## src/rtl/lsu_mem_ctrl_if.sv

```systemverilog
// Core-side load/store request and response bus of the LSU memory front end.
interface lsu_mem_ctrl_if;
    logic        req_valid;
    logic        req_ready;
    logic        req_we;
    logic [2:0]  req_funct3;
    logic [31:0] req_addr;
    logic [31:0] req_wdata;
    logic        resp_valid;
    logic [31:0] resp_rdata;
    logic        resp_err;

    modport master (
        output req_valid, req_we, req_funct3, req_addr, req_wdata,
        input  req_ready, resp_valid, resp_rdata, resp_err
    );

    modport slave (
        input  req_valid, req_we, req_funct3, req_addr, req_wdata,
        output req_ready, resp_valid, resp_rdata, resp_err
    );
endinterface

```

## src/rtl/lsu_mem_ctrl.sv

```systemverilog
// RV32 load/store front end for a 1-cycle synchronous-read word RAM, with
// read-modify-write for sub-word stores and request error detection.
module lsu_mem_ctrl #(
    parameter int unsigned ADDR_W    = 14,
    parameter int unsigned MEM_WORDS = 16384
) (
    input  logic              clk,
    input  logic              rst_n,
    lsu_mem_ctrl_if.slave     bus,
    output logic              ram_we,
    output logic [ADDR_W-1:0] ram_r_addr,
    input  logic [31:0]       ram_r_data,
    output logic [ADDR_W-1:0] ram_w_addr,
    output logic [31:0]       ram_w_data
);

    typedef enum logic [2:0] {
        IDLE = 3'd0,
        RD   = 3'd1,
        DATA = 3'd2,
        WR   = 3'd3,
        RESP = 3'd4
    } state_t;

    state_t             state, state_next;
    logic [ADDR_W+1:0]  addr_q;
    logic               we_q;
    logic [2:0]         funct3_q;
    logic [31:0]        wdata_q;

    logic               accept_c;
    logic               req_err_c;
    logic               legal_f3_c;
    logic               misaligned_c;
    logic               out_of_range_c;
    logic [4:0]         lane_sh_c;
    logic [31:0]        rd_shift_c;
    logic [31:0]        load_data_c;
    logic [31:0]        lane_mask_c;
    logic [31:0]        merged_c;

    assign accept_c   = bus.req_valid && (state == IDLE);
    assign ram_r_addr = addr_q[ADDR_W+1:2];
    assign ram_w_addr = addr_q[ADDR_W+1:2];

    // Request legality, evaluated on the live request at the accepting edge.
    always_comb begin
        legal_f3_c = 1'b0;
        if (bus.req_we) begin
            legal_f3_c = (bus.req_funct3 == 3'b000) || (bus.req_funct3 == 3'b001) ||
                         (bus.req_funct3 == 3'b010);
        end else begin
            legal_f3_c = (bus.req_funct3 == 3'b000) || (bus.req_funct3 == 3'b001) ||
                         (bus.req_funct3 == 3'b010) || (bus.req_funct3 == 3'b100) ||
                         (bus.req_funct3 == 3'b101);
        end
        misaligned_c   = ((bus.req_funct3[1:0] == 2'b01) && bus.req_addr[0]) ||
                         ((bus.req_funct3[1:0] == 2'b10) && (bus.req_addr[1:0] != 2'b00));
        out_of_range_c = ({2'b00, bus.req_addr[31:2]} >= 32'(MEM_WORDS));
        req_err_c      = !legal_f3_c || misaligned_c || out_of_range_c;
    end

    // Lane extraction for loads and lane merge for sub-word stores.
    always_comb begin
        lane_sh_c   = {addr_q[1:0], 3'b000};
        rd_shift_c  = ram_r_data >> lane_sh_c;
        load_data_c = 32'h0;
        case (funct3_q)
            3'b000:  load_data_c = {{24{rd_shift_c[7]}}, rd_shift_c[7:0]};
            3'b001:  load_data_c = {{16{rd_shift_c[15]}}, rd_shift_c[15:0]};
            3'b010:  load_data_c = rd_shift_c;
            3'b100:  load_data_c = {24'h0, rd_shift_c[7:0]};
            3'b101:  load_data_c = {16'h0, rd_shift_c[15:0]};
            default: load_data_c = 32'h0;
        endcase
        lane_mask_c = (funct3_q[1:0] == 2'b00) ? (32'h0000_00FF << lane_sh_c)
                                               : (32'h0000_FFFF << lane_sh_c);
        merged_c    = (ram_r_data & ~lane_mask_c) | ((wdata_q << lane_sh_c) & lane_mask_c);
    end

    // State register.
    always_ff @(posedge clk or negedge rst_n) begin
        if (!rst_n) state <= IDLE;
        else        state <= state_next;
    end

    // Next-state logic.
    always_comb begin
        state_next = state;
        case (state)
            IDLE: begin
                if (accept_c) begin
                    if (req_err_c)                                   state_next = RESP;
                    else if (bus.req_we && bus.req_funct3 == 3'b010) state_next = WR;
                    else                                             state_next = RD;
                end
            end
            RD:      state_next = DATA;
            DATA:    state_next = RESP;
            WR:      state_next = RESP;
            RESP:    state_next = IDLE;
            default: state_next = IDLE;
        endcase
    end

    // State-decoded outputs; ram_we falls with the asynchronous reset of state.
    always_comb begin
        bus.req_ready  = 1'b0;
        bus.resp_valid = 1'b0;
        ram_we         = 1'b0;
        ram_w_data     = wdata_q;
        case (state)
            IDLE: bus.req_ready  = 1'b1;
            DATA: begin
                ram_we     = we_q;
                ram_w_data = merged_c;
            end
            WR:   ram_we         = 1'b1;
            RESP: bus.resp_valid = 1'b1;
            default: ;
        endcase
    end

    // Request latch.
    always_ff @(posedge clk or negedge rst_n) begin
        if (!rst_n) begin
            addr_q   <= '0;
            we_q     <= 1'b0;
            funct3_q <= 3'b000;
            wdata_q  <= 32'h0;
        end else if (accept_c) begin
            addr_q   <= bus.req_addr[ADDR_W+1:0];
            we_q     <= bus.req_we;
            funct3_q <= bus.req_funct3;
            wdata_q  <= bus.req_wdata;
        end
    end

    // Response payload is loaded only on the edge that enters RESP.
    always_ff @(posedge clk or negedge rst_n) begin
        if (!rst_n) begin
            bus.resp_rdata <= 32'h0;
            bus.resp_err   <= 1'b0;
        end else begin
            case (state)
                IDLE: begin
                    if (accept_c && req_err_c) begin
                        bus.resp_rdata <= 32'h0;
                        bus.resp_err   <= 1'b1;
                    end
                end
                DATA: begin
                    bus.resp_rdata <= we_q ? 32'h0 : load_data_c;
                    bus.resp_err   <= 1'b0;
                end
                WR: begin
                    bus.resp_rdata <= 32'h0;
                    bus.resp_err   <= 1'b0;
                end
                default: ;
            endcase
        end
    end

endmodule

```

## src/flat_wrapper.sv

```systemverilog
// flat-port wrapper written by rule: the top's interface ports become plain ports
module lsu_mem_ctrl_flat 
#(
    parameter int unsigned ADDR_W    = 14,
    parameter int unsigned MEM_WORDS = 16384
)
  (clk, rst_n, ram_we, ram_r_addr, ram_r_data, ram_w_addr, ram_w_data, bus_req_valid, bus_req_we, bus_req_funct3, bus_req_addr, bus_req_wdata, bus_req_ready, bus_resp_valid, bus_resp_rdata, bus_resp_err);
  lsu_mem_ctrl_if bus_i ();
  input  logic clk;
  input  logic rst_n;
  output logic ram_we;
  output logic [ADDR_W-1:0] ram_r_addr;
  input  logic [31:0] ram_r_data;
  output logic [ADDR_W-1:0] ram_w_addr;
  output logic [31:0] ram_w_data;
  input wire logic [$bits(bus_i.req_valid)-1:0] bus_req_valid;
  input wire logic [$bits(bus_i.req_we)-1:0] bus_req_we;
  input wire logic [$bits(bus_i.req_funct3)-1:0] bus_req_funct3;
  input wire logic [$bits(bus_i.req_addr)-1:0] bus_req_addr;
  input wire logic [$bits(bus_i.req_wdata)-1:0] bus_req_wdata;
  output wire logic [$bits(bus_i.req_ready)-1:0] bus_req_ready;
  output wire logic [$bits(bus_i.resp_valid)-1:0] bus_resp_valid;
  output wire logic [$bits(bus_i.resp_rdata)-1:0] bus_resp_rdata;
  output wire logic [$bits(bus_i.resp_err)-1:0] bus_resp_err;
  assign bus_i.req_valid = bus_req_valid;
  assign bus_i.req_we = bus_req_we;
  assign bus_i.req_funct3 = bus_req_funct3;
  assign bus_i.req_addr = bus_req_addr;
  assign bus_i.req_wdata = bus_req_wdata;
  assign bus_req_ready = bus_i.req_ready;
  assign bus_resp_valid = bus_i.resp_valid;
  assign bus_resp_rdata = bus_i.resp_rdata;
  assign bus_resp_err = bus_i.resp_err;
  lsu_mem_ctrl #(.ADDR_W(ADDR_W), .MEM_WORDS(MEM_WORDS)) u_core (.clk(clk), .rst_n(rst_n), .bus(bus_i), .ram_we(ram_we), .ram_r_addr(ram_r_addr), .ram_r_data(ram_r_data), .ram_w_addr(ram_w_addr), .ram_w_data(ram_w_data));
endmodule
```

## config.mk

```make
export PLATFORM = sky130hd
export DESIGN_NAME = lsu_mem_ctrl_flat
export DESIGN_NICKNAME = d
export VERILOG_FILES = /design/src/rtl/lsu_mem_ctrl_if.sv /design/src/rtl/lsu_mem_ctrl.sv /design/src/flat_wrapper.sv
export SDC_FILE = /design/constraint.sdc
export NUM_CORES = 1
export LEC_CHECK = 0
export CORE_MARGIN = 4
export CORE_UTILIZATION = 47
export CTS_CLUSTER_DIAMETER = 30
export CTS_CLUSTER_SIZE = 10
export DETAILED_ROUTE_END_ITERATION = 8
export GPL_ROUTABILITY_DRIVEN = 0
export GPL_TIMING_DRIVEN = 0
export PLACE_DENSITY = 0.85
export SYNTH_ARGS = -nofsm -noshare
export SYNTH_HDL_FRONTEND = slang
export SYNTH_SLANG_ARGS = --single-unit
```

## constraint.sdc

```tcl
create_clock -name clk -period 3.7 [get_ports clk]
set_input_delay 0.555 -clock clk [delete_from_list [all_inputs] [get_ports clk]]
set_output_delay 0.555 -clock clk [all_outputs]
set_load 0.01 [all_outputs]
```

Yosys cells after proc, flatten, opt, wreduce, memory -nomap -nowiden
Index checks and enable logic that the tools add are counted.
{"block": "totals", "in_bits": 103, "out_inout_bits": 96, "word_cells": 71, "ff_bits": 88}
{"block": "classes", "shift": 4, "order_cmp": 1, "reduce_logical": 23, "bitwise": 4, "eq_ne": 16, "mux": 16}
{"operator": "case mux 32 bit (5 select lines)", "count": 1}
{"operator": "two-way mux 32 bit", "count": 4}
{"operator": "case mux 32 bit (3 select lines)", "count": 1}
{"operator": "AND 32 bit", "count": 2}
{"operator": "NOT 32 bit", "count": 1}
{"operator": "bitwise OR 32 bit", "count": 1}
{"operator": "left shift 16 x 5 -> 32 bit, first input constant", "count": 1}
{"operator": "left shift 32 x 5 -> 32 bit", "count": 1}
{"operator": "left shift 8 x 5 -> 32 bit, first input constant", "count": 1}
{"operator": "right shift 32 x 5 -> 32 bit", "count": 1}
{"operator": "greater-or-equal comparator 30 x 15 -> 1 bit, second input constant", "count": 1}
{"operator": "equality test 3 bit, second input constant", "count": 5}
{"operator": "equality test 3 x 2 -> 1 bit, second input constant", "count": 4}
{"operator": "equality test 3 x 1 -> 1 bit, second input constant", "count": 3}
{"operator": "zero test 3 bit", "count": 3}
{"operator": "case mux 3 bit (3 select lines)", "count": 1}
{"operator": "logical OR 1 bit", "count": 7}
{"operator": "two-way mux 3 bit", "count": 2}
{"operator": "logical AND 1 bit", "count": 5}
{"operator": "two-way mux 1 bit", "count": 4}
{"operator": "case mux 1 bit (2 select lines)", "count": 2}
{"operator": "AND reduction 2 bit", "count": 2}
{"operator": "nonzero test 2 bit", "count": 2}
{"operator": "nonzero test 3 bit", "count": 1}
{"operator": "other kinds (8)", "count": 8}

Logic depth before layout (Yosys ltp)
Gate-level depths: netlist (run 1).
{"block": "logic_depth", "word_depth": 12, "ltp_mapped": 7, "depth_no_buf": 4}

Worst setup path after synthesis (run 1)
OpenSTA, ideal clock, no wires.
{"block": "synth_timing", "kind": "reg-to-output", "startpoint": "reg u_core.state[2]", "endpoint": "out ram_w_data[16]", "stages_incl_launch_ff": 6, "t_arrival_ns": 1.725, "t_required_ns": 3.145, "path_slack_ns": 1.420, "n_path_buf": 2, "cell_sequence": "dfrtp_1 > nand2b_1 > or2_2 > clkbuf_1 > clkbuf_1 > o41ai_1"}
{"block": "synth_via", "elab_chain_cells": 2}
{"item": "start, declared", "line_no": "lsu_mem_ctrl.sv:25", "rtl": "state_t state, state_next;"}
{"item": "start signal, assigned", "line_no": "lsu_mem_ctrl.sv:84", "rtl": "else state <= state_next;"}
{"item": "equality test 3 x 2 -> 1 bit", "line_no": "lsu_mem_ctrl.sv:112", "rtl": "case (state)"}
{"item": "two-way mux 32 bit", "line_no": "lsu_mem_ctrl.sv:112"}
{"item": "end, declared", "line_no": "flat_wrapper.sv:15", "rtl": "output logic [31:0] ram_w_data;"}
Every way passes these cells.

Worst setup path after layout (run 1)
{"block": "layout_timing", "startpoint": "reg u_core.addr_q[1]", "endpoint": "out ram_w_data[12]"}
{"block": "layout_via", "elab_chain_cells": 6, "elab_cells_between_ends": 9, "classes_between": "shift: 3; mux: 2; bitwise: 4"}
{"item": "start, declared", "line_no": "lsu_mem_ctrl.sv:26", "rtl": "logic [ADDR_W+1:0] addr_q;"}
{"item": "start signal, assigned", "line_no": "lsu_mem_ctrl.sv:132", "rtl": "addr_q <= bus.req_addr[ADDR_W+1:0];"}
{"item": "left shift 16 x 5 -> 32 bit / left shift 8 x 5 -> 32 bit (equally long branches)", "line_no": "lsu_mem_ctrl.sv:77, lsu_mem_ctrl.sv:76"}
{"item": "two-way mux 32 bit", "line_no": "lsu_mem_ctrl.sv:76", "rtl": "lane_mask_c = (funct3_q[1:0] == 2'b00) ? (32'h0000_00FF << lane_sh_c)"}
{"item": "NOT 32 bit", "line_no": "lsu_mem_ctrl.sv:78", "rtl": "merged_c = (ram_r_data & ~lane_mask_c) | ((wdata_q << lane_sh_c) & lane_mask_c);"}
{"item": "AND 32 bit", "line_no": "lsu_mem_ctrl.sv:78"}
{"item": "bitwise OR 32 bit (*)", "line_no": "lsu_mem_ctrl.sv:78"}
{"item": "two-way mux 32 bit (*)", "line_no": "lsu_mem_ctrl.sv:112"}
Every way passes the cells marked *; elsewhere a longest branch is shown, timed or not.

==> metrics.md, run 1 <==
| Metric | Value |
|---|---|
| Critical setup path kind | flop to output pin |
| Worst setup margin | 0.130 ns |
| Slew @ Worst Pin | ~1.2 ns |
| Period utilisation layout | 0.965 |
| Register area share after synthesis | 0.443 |
| Syn Std Cell Area | 4970 sq um |
| Fin util | 0.713 |
| Post-CTS sizing | 0 |
| DRT Wirelength | about 16 mm |
| Worst hold path type | input port to async pin |
| Hold buffers post-CTS | 0 |
| N_diodes | 0 |
| Vias/cell | 5.59 |
| Pins over their slew limit | 0 |
| Core area | roughly 10000 sq um |
| CTS Sinks | ~90 |
| Layout cells sized above 1 | 0.173 |
| Final Net Count | roughly 820 |
| Synthesized net count | 614 |
| Clock Skews | 0.00958 ns |
| Fin crit period | about 3.6 ns |
| Status | complete, no violations |
| Grt ovf | 0 |
| Met3 WL | roughly 1.5 mm |
| Ys Warns | 0 |
| #FFs+latches synth | 88 |
| Die width | about 110 microns |
| CP max FO | 10 |
| VDD IR-drop max | between 0.2 and 0.3 mV |
| Vias | ~4800 |
| Highest Signal Layer | met4 |
| TritonRoute pass-1 iters | 5 |
| First-pass GRT wire length | ~26 mm |
| IO Pins | a little under 200 |
| PortBufs | approximately 200 |
| R2R Setup Slk | between 1 and 1.5 ns |
| Crit. End Element | output pin |
| CTS Buf Count | 9 |
| Post-synth cell types | 43 |
| RR Endpoint | u_core.bus.resp_rdata[14] |
| RSZ-0062 raised after global routing | false |
| Met1 Wirelength | ~6.2 mm |
| Critical path startpoint category | flop |
| Worst reg-to-reg path cell count | 4 |
| Clk Latency, worst-skew pair | roughly 0.36 ns |
| CTS HTree Levels | 3 |
| TritonCTS clock tree | done |
| Die Ht | ~110 microns |
| Setup Viol. Count Final | 0 |
| Drt initial violations | between 300 and 400 |
| Worst slack, placed | roughly 0.49 ns |
| Post-CTS Setup Inserts | 0 |
| Worst Path Required | about 3.1 ns |
| Vias in the first global route | approximately 5000 |
| Dpl hpwl | around 13 mm |
| Setup TNS | 0 ns |
| Final hold violation count | 0 |
| Mean post-synth cell area | 9.73 sq um |
| Clk pin slew, worst setup/hold paths | 0.09 ns |
| Longest Clk Path Bufs | 2 |
| DRC | 0 |
| Reg-to-reg startpoint | u_core.state[2] |
| Max Freq | approximately 0.28 GHz |
| Total track usage | 0.263 |
| Root Driver | clkbuf_8 |
| Layout Area Growth over Synthesis | 48.0% |
| Syn Inst Count | 511 |
| FP Rows | 37 |
| CP arrival | approximately 3 ns |
| Initial antenna violation count | 0 |
| Drt wl/cell | approximately 19 microns |
| Total of max-cap violations | 0 |
| Static Leakage | about 0.0033 uW |
| Largest net degree at the start of global routing | 47 |
| Initial Util | 0.482 |
| Die footprint | roughly 12000 sq um |
| Met2 wire len | roughly 8 mm |
| Fill cells | approximately 800 |
| Routed Antenna Nets | 0 |
| Slew margin rel. | 0.220 |
| Power per cell area | 375 nW/um^2 |
-- routing by layer --
metal / GRT usage / up-vias
li1: - / 2202
met3: 0.0644 / 41
met1: 0.318 / 2299
met2: 0.454 / 263
met4: 0.0928 / 0
met5: 0 / -
-- sequential cells by signal, summed over array words and instances (netlist names) --
signal and count:
u_core.bus.resp_rdata 32, u_core.wdata_q 32, u_core.addr_q 16, u_core.funct3_q 3, u_core.state 3, u_core.bus.resp_err 1, u_core.we_q 1
-- cells in the mapped netlist, drive strengths merged --
master | number | area (sq um)
nand2b | 6 | 37.5
nor4b | 1 | 23.8
dfrtp | 88 | 2200
buf | 43 | 288
clkbuf | 21 | 78.8
inv | 1 | 3.75
o31ai | 8 | 60.1
nor4 | 4 | 25.0
nor2 | 48 | 183
a21oi | 7 | 35.0
mux2i | 23 | 230
a221o | 16 | 173
or4b | 1 | 10.0
or2 | 3 | 18.8
nor2b | 2 | 12.5
and2 | 9 | 56.3
nor3 | 5 | 36.3
o22ai | 2 | 12.5
a211o | 8 | 70.1
nor3b | 2 | 20.0
nand3 | 3 | 15.0
and2b | 1 | 7.51
a22o | 8 | 70.1
a22oi | 1 | 7.51
nand4 | 2 | 12.5
o21ai | 17 | 85.1
nand2 | 99 | 372
o21a | 11 | 82.6
nand3b | 1 | 7.51
o41ai | 9 | 78.8
a211oi | 1 | 7.51
o2bb2ai | 8 | 70.1
or3 | 1 | 6.26
mux2 | 50 | 563
o221a | 1 | 11.3
-- metrics by stage --
step,instance area [sq um],power (uW),std cells,hold WS [ns]
2_1_floorplan,4970,1570,511,0.259
3_3_place_gp,7120,2000,845,0.478
5_1_grt,7360,2890,860,0.232
6_report,7360,2760,860,0.191
4_1_cts,7360,2770,861,0.207
3_5_place_dp,7140,2030,846,0.484
-- cell families after synthesis --
logic type / count (synthesis) / synth area share
AND/OR/NAND/NOR: 188 / 0.170
multiplexers: 73 / 0.160
buffers and inverters: 65 / 0.0745
AO/OA/AOI/OAI: 97 / 0.154
flip-flops: 88 / 0.443
-- layout make-up --
type                            count  area, sq um  share of cell area
Buffer                             63          368              0.0500
Clock buffer                        9          124              0.0168
Clock inverter                      6         93.8              0.0127
Inverter                            1         3.75            0.000510
Multi-Input combinational cell    358         2400               0.326
Sequential cell                    88         2200               0.299
Tap cell                          136          170              0.0231
Timing Repair Buffer              199         2000               0.272
-- layout by cell type, fill, tap and decap left out, drive strengths merged, types with 3 or more instances in the layout --
cell type | netlist | final
o41ai | 9 | 9
a211o | 8 | 8
mux2 | 50 | 50
buf | 43 | 45
nand2 | 99 | 99
clkdlybuf4s50 | 0 | 197
nor2 | 48 | 48
nand2b | 6 | 6
nand3 | 3 | 3
nor4 | 4 | 4
and2 | 9 | 9
dfrtp | 88 | 88
a21oi | 7 | 7
or2 | 3 | 3
o21ai | 17 | 17
a221o | 16 | 16
mux2i | 23 | 23
nor3 | 5 | 5
o21a | 11 | 11
a22o | 8 | 8
clkbuf | 21 | 29
o31ai | 8 | 8
o2bb2ai | 8 | 8
-- worst max-delay path: stages (launching register included) --
cell,delay [ns]
dfrtp_1,0.39
clkbuf_1,0.21
clkbuf_2,0.26
nor2_1,0.32
clkbuf_2,0.29
nor2_1,0.07
o31ai_1,0.47
clkdlybuf4s50_1,0.65
-- where the power goes --
| group | switching (uW) | internal, uW | total [uW] | leakage (uW) |
|---|---|---|---|---|
| Sequential | 78.9 | 1040 | 1120 | 0.00112 |
| Clock | 362 | 381 | 743 | 0.000106 |
| Combinational | 401 | 494 | 895 | 0.00205 |
-- how the worst max path moves through the flow --
stage	startpoint	slack [ns]	endpoint
2_1_floorplan	u_core.state[2]	1.42	ram_w_data[16]
3_3_place_gp	rst_n	-1.02	u_core.wdata_q[0]
3_5_place_dp	u_core.addr_q[1]	0.49	ram_w_data[10]
4_1_cts	u_core.addr_q[1]	0.04	ram_w_data[12]
5_1_grt	u_core.funct3_q[1]	0.007	ram_w_data[31]
6_report	u_core.addr_q[1]	0.13	ram_w_data[12]
(Power assumes the default switching activity.)
==> inputs of run 2 (changes only) <==
--- a/config.mk
+++ b/config.mk
@@ -13,6 +13,7 @@
 export GPL_ROUTABILITY_DRIVEN = 0
 export GPL_TIMING_DRIVEN = 0
 export PLACE_DENSITY = 0.85
+export SLEW_MARGIN = 5
 export SYNTH_ARGS = -nofsm -noshare
 export SYNTH_HDL_FRONTEND = slang
 export SYNTH_SLANG_ARGS = --single-unit
==> results of run 2 <==
The final DEF is identical to that of run 1; final timing and power are the same.
